<file path="config.mk">
export PLATFORM = sky130hd
export DESIGN_NAME = sync_down_counter
export DESIGN_NICKNAME = d
export VERILOG_FILES = /design/src/rtl/sync_down_counter.sv
export SDC_FILE = /design/constraint.sdc
export NUM_CORES = 1
export LEC_CHECK = 0
export BUFFER_PORTS_ARGS = -buffer_cell sky130_fd_sc_hd__buf_2
export CORE_AREA = 2 2 39 41
export CTS_CLUSTER_DIAMETER = 100
export DETAILED_ROUTE_END_ITERATION = 8
export DIE_AREA = 0 0 41 43
export PLACE_DENSITY = 0.63
export SYNTH_ARGS = -nofsm -noshare
export SYNTH_HDL_FRONTEND = slang
export SYNTH_SLANG_ARGS = --single-unit
</file>
<file path="constraint.sdc">
create_clock -name clk -period 3.95 [get_ports clk]
set_clock_uncertainty 0.05 [all_clocks]
set_input_delay 0.1975 -clock clk [delete_from_list [all_inputs] [get_ports clk]]
set_output_delay 0.1975 -clock clk [all_outputs]
set_load 0.02 [all_outputs]
</file>
<file path="src/rtl/sync_down_counter.sv">
// sync_down_counter: falling-edge down counter with wrap/one-shot modes, load and cascade borrow
module sync_down_counter #(
  parameter int WIDTH = 4
) (
  input  logic             clk,
  input  logic             reset,
  input  logic             load,
  input  logic [WIDTH-1:0] load_val,
  input  logic             en,
  input  logic             mode,
  output logic [WIDTH-1:0] q,
  output logic             tc,
  output logic             busy,
  output logic             done
);
  typedef enum logic [1:0] {IDLE, COUNT, DONE} state_t;
  state_t           r_state, w_state_nxt;
  logic [WIDTH-1:0] r_q, w_q_nxt;
  logic             r_busy, r_done;
  // next count and state; load overrides everything, DONE is left only by load
  always_comb begin
    w_q_nxt     = r_q;
    w_state_nxt = r_state;
    if (load) begin
      w_q_nxt     = load_val;
      w_state_nxt = COUNT;
    end else begin
      case (r_state)
        IDLE: if (en && !mode) begin
          w_q_nxt     = '1;
          w_state_nxt = COUNT;
        end
        COUNT: if (en) begin
          if (r_q != '0) w_q_nxt = r_q - 1'b1;
          else if (!mode) w_q_nxt = '1;
          else w_state_nxt = DONE;
        end
        DONE: w_q_nxt = '0;
        default: begin
          w_q_nxt     = '0;
          w_state_nxt = IDLE;
        end
      endcase
    end
  end
  // state, count and decoded status flags all register on the falling edge
  always_ff @(negedge clk or posedge reset) begin
    if (reset) begin
      r_state <= IDLE;
      r_q     <= '0;
      r_busy  <= 1'b0;
      r_done  <= 1'b0;
    end else begin
      r_state <= w_state_nxt;
      r_q     <= w_q_nxt;
      r_busy  <= (w_state_nxt == COUNT);
      r_done  <= (w_state_nxt == DONE);
    end
  end
  assign q    = r_q;
  assign busy = r_busy;
  assign done = r_done;
  assign tc   = (r_q == '0) && (r_state == COUNT) && en;
endmodule

</file>
==> metrics.csv, run 1 <==
stage,metric,value,unit
cts,# hold bufs at CTS,0,
worst_setup_path,CP Capture Type,primary output,
global_route,Congestion Overflow GR,0,
power,sw power,0.0699,mW
run,Max Cap Violations,0,
sta,setup TNS,0,ps
cts,CTS buffer count,3,
power,clock share of power,25.7,%
logic_synthesis,ys flop type,dfrtn_1,
logic_synthesis,share of the synthesized area in the top cell type,41.7,%
cts,setup bufs post-CTS,0,
cts,CTS clock-pin slew for the worst setup and hold paths,40,ps
detailed_routing,drt drc,0,
layout,ant diodes,0,
cts,PostCTS Resize Cnt,0,
power,P_leak,0.293,nW
worst_setup_path,Critical Path Start Type,flip-flop,
sta,"Setup violations, final",0,
place,PortBufs,15,
logic_synthesis,Ys Warns,0,
floorplanning,Rows,14,
detailed_routing,initial drt markers,10,
worst_setup_path,Required @ worst endpoint,3700,ps
worst_setup_path,r2r worst-path depth,6,
sta,Hold WS,432,ps
layout,Layout fillers,142,
cts,CTS tree,done,
global_route,largest net degree at the start of global routing,12,
logic_synthesis,syn avg cell area,9.07,sq um
logic_synthesis,main area contributors after synthesis,"dfrtn_1 42%, nand2_1 7.0%, inv_1 3.1%, nor2_1 3.1%, o21bai_1 3.1%",
logic_synthesis,Yosys cell types,27,
worst_setup_path,Arrival @ worst endpoint,3550,ps
layout,synthesis-to-layout area growth,22.9,%
layout,footprint of the multi-input gates,258,sq um
logic_synthesis,post-synthesis sequential area ratio,41.7,%
sta,Final Max Tran Viols,0,
sta,Final WS setup,151,ps
global_route,first-pass GRT wire length,1550,um
place,pre-CTS setup slack,318,ps
logic_synthesis,async set-or-reset flop fraction in the synthesized netlist,100,%
logic_synthesis,Syn Nets,63,
floorplanning,initial core utilization,34.7,%
worst_setup_path,CP Cell Sequence,"inv_1, ha_1, nor3b_2, and4b_1, buf_2",
logic_synthesis,"FF+latch count, synth",8,
logic_synthesis,Post-synth top cells,"9 x nand2_1, 8 x dfrtn_1, 4 x inv_1, 4 x nor2_1",
sta,endpoints failing hold,0,
detailed_routing,vias per cell,5.06,
worst_setup_path,critical path class,flip-flop to primary output,
worst_setup_path,CP max-delay cell,dfrtn_1,
global_route,vias in the first global route,360,
worst_setup_path,r2r setup slk,2250,ps
detailed_routing,Initial DRT Pass Iterations,4,
detailed_routing,DR WL/cell,11.7,um
power,register share of total power,45.9,%
floorplanning,chip height,43,um
cts,clock tree sinks,8,
logic_synthesis,most numerous cell in the Yosys netlist,nand2_1,
sta,Slew HR,80.0,%
worst_setup_path,Worst path max stage delay,390,ps
layout,Nets,81,
logic_synthesis,"Cell Area, Synth",480,sq um
place,RD Place Congestion,0.735,
sta,RSZ-0062 raised after global routing,false,
sta,Slew @ Worst Pin,297,ps
floorplanning,DIE WIDTH,41,um
logic_synthesis,number of synthesized flops with an enable pin,0,
global_route,Overall Global Routing Usage,13.3,%
layout,layout cell share with drive strength beyond 1,30.4,%
cts,Root Driver,clkbuf_4,
worst_setup_path,CP max FO,6,
power,Pwr Total,0.224,mW
logic_synthesis,"area leader, netlist",dfrtn_1,
detailed_routing,Routed WL,996,um
layout,Seq. cell area,200,sq um
floorplanning,core area,1380,sq um
detailed_routing,via count,430,
cts,clock latency on the worst-skew pair,250,ps
status,outcome,"complete, no violations",
power,Sw Share,31.2,%
power,VDD IR max,235,uV
global_route,initial antenna violation count,0,
min_path,Hold Crit Class,flip-flop to flip-flop,
detailed_routing,Routed Antenna Nets,0,
power,Logic pwr share,28.3,%
floorplanning,Die Area,1760,sq um
cts,Max H-tree Level,1,
power,Power Internal,0.154,mW
power,Power per Cell Area,379,nW/um^2
logic_synthesis,Synth Instances,53,
cts,maximum root-to-sink buffer count,2,
place,Post-DP HPWL,781,um
min_path,hold path depth,1,
floorplanning,Ports,16,
through the flow:
stage,std cells,util [%],cell area (sq um)
3_5_place_dp,82,40.7,563
6_report,85,42.7,591
2_1_floorplan,53,-,480
4_1_cts,85,42.3,586
3_3_place_gp,82,40.7,563
5_1_grt,85,42.7,591
cell type report:
type | count | area share (%)
multi-input combinational | 39 | 43.6
sequential | 8 | 33.9
timing repair buffer | 15 | 12.7
clock buffer | 3 | 3.81
tap | 16 | 3.39
inverter | 4 | 2.54
cell usage in the layout, fill, tap and decap left out, drive strengths merged, types with 2 or more instances in the layout:
cell type  instances
nand2              9
nor2               4
dfrtn              8
a21oi              2
o21bai             2
clkbuf             3
o31ai              2
buf               15
nor2b              2
inv                4
nand3              2
flip-flops by register name, indices dropped and copies added (netlist names):
signal,flops
r_state,2
busy,1
done,1
q,4
final timing paths:
| path | endpoint | start |
|---|---|---|
| max | tc | q[0] |
| min | r_state[0] | r_state[1] |
| max reg2reg | q[3] | q[0] |
| min reg2reg | r_state[0] | r_state[1] |
| max in group asynchronous | r_state[1] | reset |
| min in group asynchronous | q[2] | reset |
critical path: cells and delay by family (launching register included):
| kind | cells | cell delay (ps) |
|---|---|---|
| fa+ha+maj | 1 | 210 |
| simple gates | 2 | 480 |
| flops | 1 | 390 |
| buf+inv | 2 | 240 |
cell families after synthesis:
family	after synthesis	share of synthesized area (%)
AOI/OAI and AO/OA	14	22.1
adders and majority gates	1	2.60
buffers and inverters	6	5.73
DFF	8	41.7
and+or+nand+nor	24	27.9
power by group through the flow:
stage	clock (mW)	sequential (mW)	combinational [mW]
after floorplan	0	0.109	0.0371
after CTS	0.0613	0.102	0.0635
after global placement	0	0.103	0.0631
after detailed placement	0	0.103	0.0633
final	0.0577	0.103	0.0635
after global routing	0.0626	0.105	0.0697
metal layers:
layer / track usage (%) / wire length [um] / up-vias
met5: 0 / 0 / -
met4: 8.00 / 8 / 0
met3: 1.57 / 55 / 2
met2: 18.1 / 442 / 13
met1: 19.5 / 489 / 192
li1: - / - / 223
Power figures use the tool's default switching activity.
==> run 2, diff against run 1 <==
- CELL_PAD_IN_SITES_DETAIL_PLACEMENT: not set -> 0
- CELL_PAD_IN_SITES_GLOBAL_PLACEMENT: not set -> 1
- CORE_AREA: 2 2 39 41 -> not set
- CORE_MARGIN: not set -> 2
- CORE_UTILIZATION: not set -> 36
- DIE_AREA: 0 0 41 43 -> not set
- PLACE_DENSITY: 0.63 -> 0.81
==> run 2 against run 1 <==
Effect of this change: worst setup slack worse by 32 ps; highest routed layer is now met3; cell area is 0.85% higher; critical path type unchanged; die area down 6.8%; via count is 1.6% higher; first-iteration DRC count fell by 30%; sequential power is essentially flat; clock power up 2%; global-route usage is 2.3 points higher; routed wire length decreased by 0.30%; flip-flop and latch count is the same.
==> metrics.csv, run 2 (same netlist as run 1, synthesis figures left out) <==
stage,metric,value,unit
sta,"Setup violations, final",0,
worst_setup_path,Critical Path Start Type,flip-flop,
worst_setup_path,r2r worst-path depth,6,
floorplanning,core area,1270,sq um
global_route,busiest grt layer,met2,
layout,"commonest cells after routing, fill and taps aside","15 x buf_2, 9 x nand2_1, 8 x dfrtn_1, 4 x nor2_1, 4 x inv_1",
min_path,Hold Crit Class,flip-flop to flip-flop,
sta,endpoints failing hold,0,
cts,# hold bufs at CTS,0,
min_path,Hold Crit Start,r_state[1],
floorplanning,Rows,13,
worst_setup_path,Required @ worst endpoint,3700,ps
global_route,met1 GRT Util,22.1,%
worst_setup_path,CP Cell Sequence,"inv_1, ha_1, nor3b_4, and4b_1, buf_2",
status,outcome,"complete, no violations",
cts,CTS tree,done,
worst_setup_path,Arrival @ worst endpoint,3580,ps
worst_setup_path,CP startpoint,q[0],
worst_setup_path,Worst path depth,5,
cts,Root Driver,clkbuf_4,
sta,RSZ-0062 raised after global routing,false,
layout,Layout fillers,139,
cts,clock tree sinks,8,
cts,clock latency on the worst-skew pair,260,ps
power,Power Internal,0.155,mW
global_route,met2 Usage GRT,22.2,%
sta,Hold WS,442,ps
sta,setup TNS,0,ps
layout,"commonest non-fill, non-tap cell in the layout",buf_2,
layout,Nets,81,
place,Post-DP HPWL,759,um
sta,Slew @ Worst Pin,299,ps
power,P_leak,0.295,nW
cts,maximum root-to-sink buffer count,2,
sta,Final Max Tran Viols,0,
floorplanning,Die Area,1640,sq um
worst_setup_path,cell family with most CP delay,simple AND/OR/NAND/NOR gates,
detailed_routing,vias per cell,5.20,
worst_setup_path,Crit Reg-Reg Startpoint,q[0],
detailed_routing,via count,437,
place,RD Place Congestion,0.718,
layout,ant diodes,0,
floorplanning,Ports,16,
floorplanning,chip height,40.5,um
sta,Slew HR,80.0,%
global_route,largest net degree at the start of global routing,12,
cts,Max H-tree Level,1,
power,Logic pwr share,28.3,%
power,clock share of power,25.9,%
worst_setup_path,buffers and inverters on the worst path,2,
detailed_routing,Routed Antenna Nets,0,
cts,setup bufs post-CTS,0,
layout,max reg flops,4,
power,VDD IR max,134,uV
global_route,initial antenna violation count,0,
detailed_routing,initial drt markers,7,
global_route,Congestion Overflow GR,0,
global_route,Overall Global Routing Usage,15.6,%
floorplanning,initial core utilization,37.9,%
power,Power per Cell Area,382,nW/um^2
worst_setup_path,CP max-delay cell,dfrtn_1,
min_path,hold path depth,1,
power,Sw Share,31.7,%
global_route,M3 GR Usage,0,%
worst_setup_path,critical path class,flip-flop to primary output,
cts,CTS clock-pin slew for the worst setup and hold paths,40,ps
detailed_routing,drt drc,0,
layout,"Non-Filler Cell Area, Final",596,sq um
cts,CTS buffer count,3,
detailed_routing,Routed WL,993,um
cts,PostCTS Resize Cnt,1,
place,placed instance area,562,sq um
worst_setup_path,Worst path max stage delay,380,ps
floorplanning,DIE WIDTH,40.5,um
global_route,vias in the first global route,410,
worst_setup_path,CP max FO,6,
power,sw power,0.0720,mW
global_route,first-pass GRT wire length,1680,um
detailed_routing,Initial DRT Pass Iterations,2,
layout,synthesis-to-layout area growth,24.0,%
detailed_routing,DR WL/cell,11.8,um
place,PortBufs,15,
layout,layout cell share with drive strength beyond 1,30.4,%
run,Max Cap Violations,0,
worst_setup_path,CP Capture Type,primary output,
power,register share of total power,45.8,%
## run 2: routing by layer
| metal | share of wire [%] | up-vias |
|---|---|---|
| met5 | 0 | - |
| met4 | 0 | 0 |
| met3 | 3.5 | 0 |
| met2 | 48 | 7 |
| met1 | 48 | 205 |
| li1 | - | 225 |
## run 2: power groups by stage
stage               logic (mW)  registers (mW)  clock network [mW]
detailed placement      0.0627           0.104                   0
floorplan               0.0371           0.109                   0
global placement        0.0633           0.103                   0
CTS                     0.0634           0.103              0.0636
global route            0.0719           0.106              0.0684
finish                  0.0643           0.104              0.0588
## run 2: through the flow
step	setup slack, ps	total power, mW	instances	util, %
after detailed placement	263	0.166	81	44.3
after floorplan	376	0.146	53	-
after global placement	355	0.167	81	44.3
final	118	0.227	84	46.9
after CTS	113	0.230	84	46.4
after global routing	1.84	0.246	84	46.9
## run 2: layout make-up
class                      count  area, sq um  share of cell area (%)
clock buffer                   3         22.5                    3.78
timing repair buffer          15         75.1                    12.6
tap                           15         18.8                    3.15
inverter                       4         15.0                    2.52
multi-input combinational     39          264                    44.3
sequential                     8          200                    33.6
## run 2: worst paths after layout
check	slack (ps)	to
min in group asynchronous	1690	r_state[0]
setup reg to reg	2210	q[3]
hold reg to reg	440	r_state[0]
max in group asynchronous	1900	r_state[1]
setup / recovery	120	tc
hold / removal	440	r_state[0]
## run 2: worst reg2reg max path, stage by stage, from the launching register on
cell	delay (ps)
dfrtn_1	380
inv_1	70
ha_1	240
nand4bb_1	170
and3_4	220
o32a_1	270
o22a_1	190
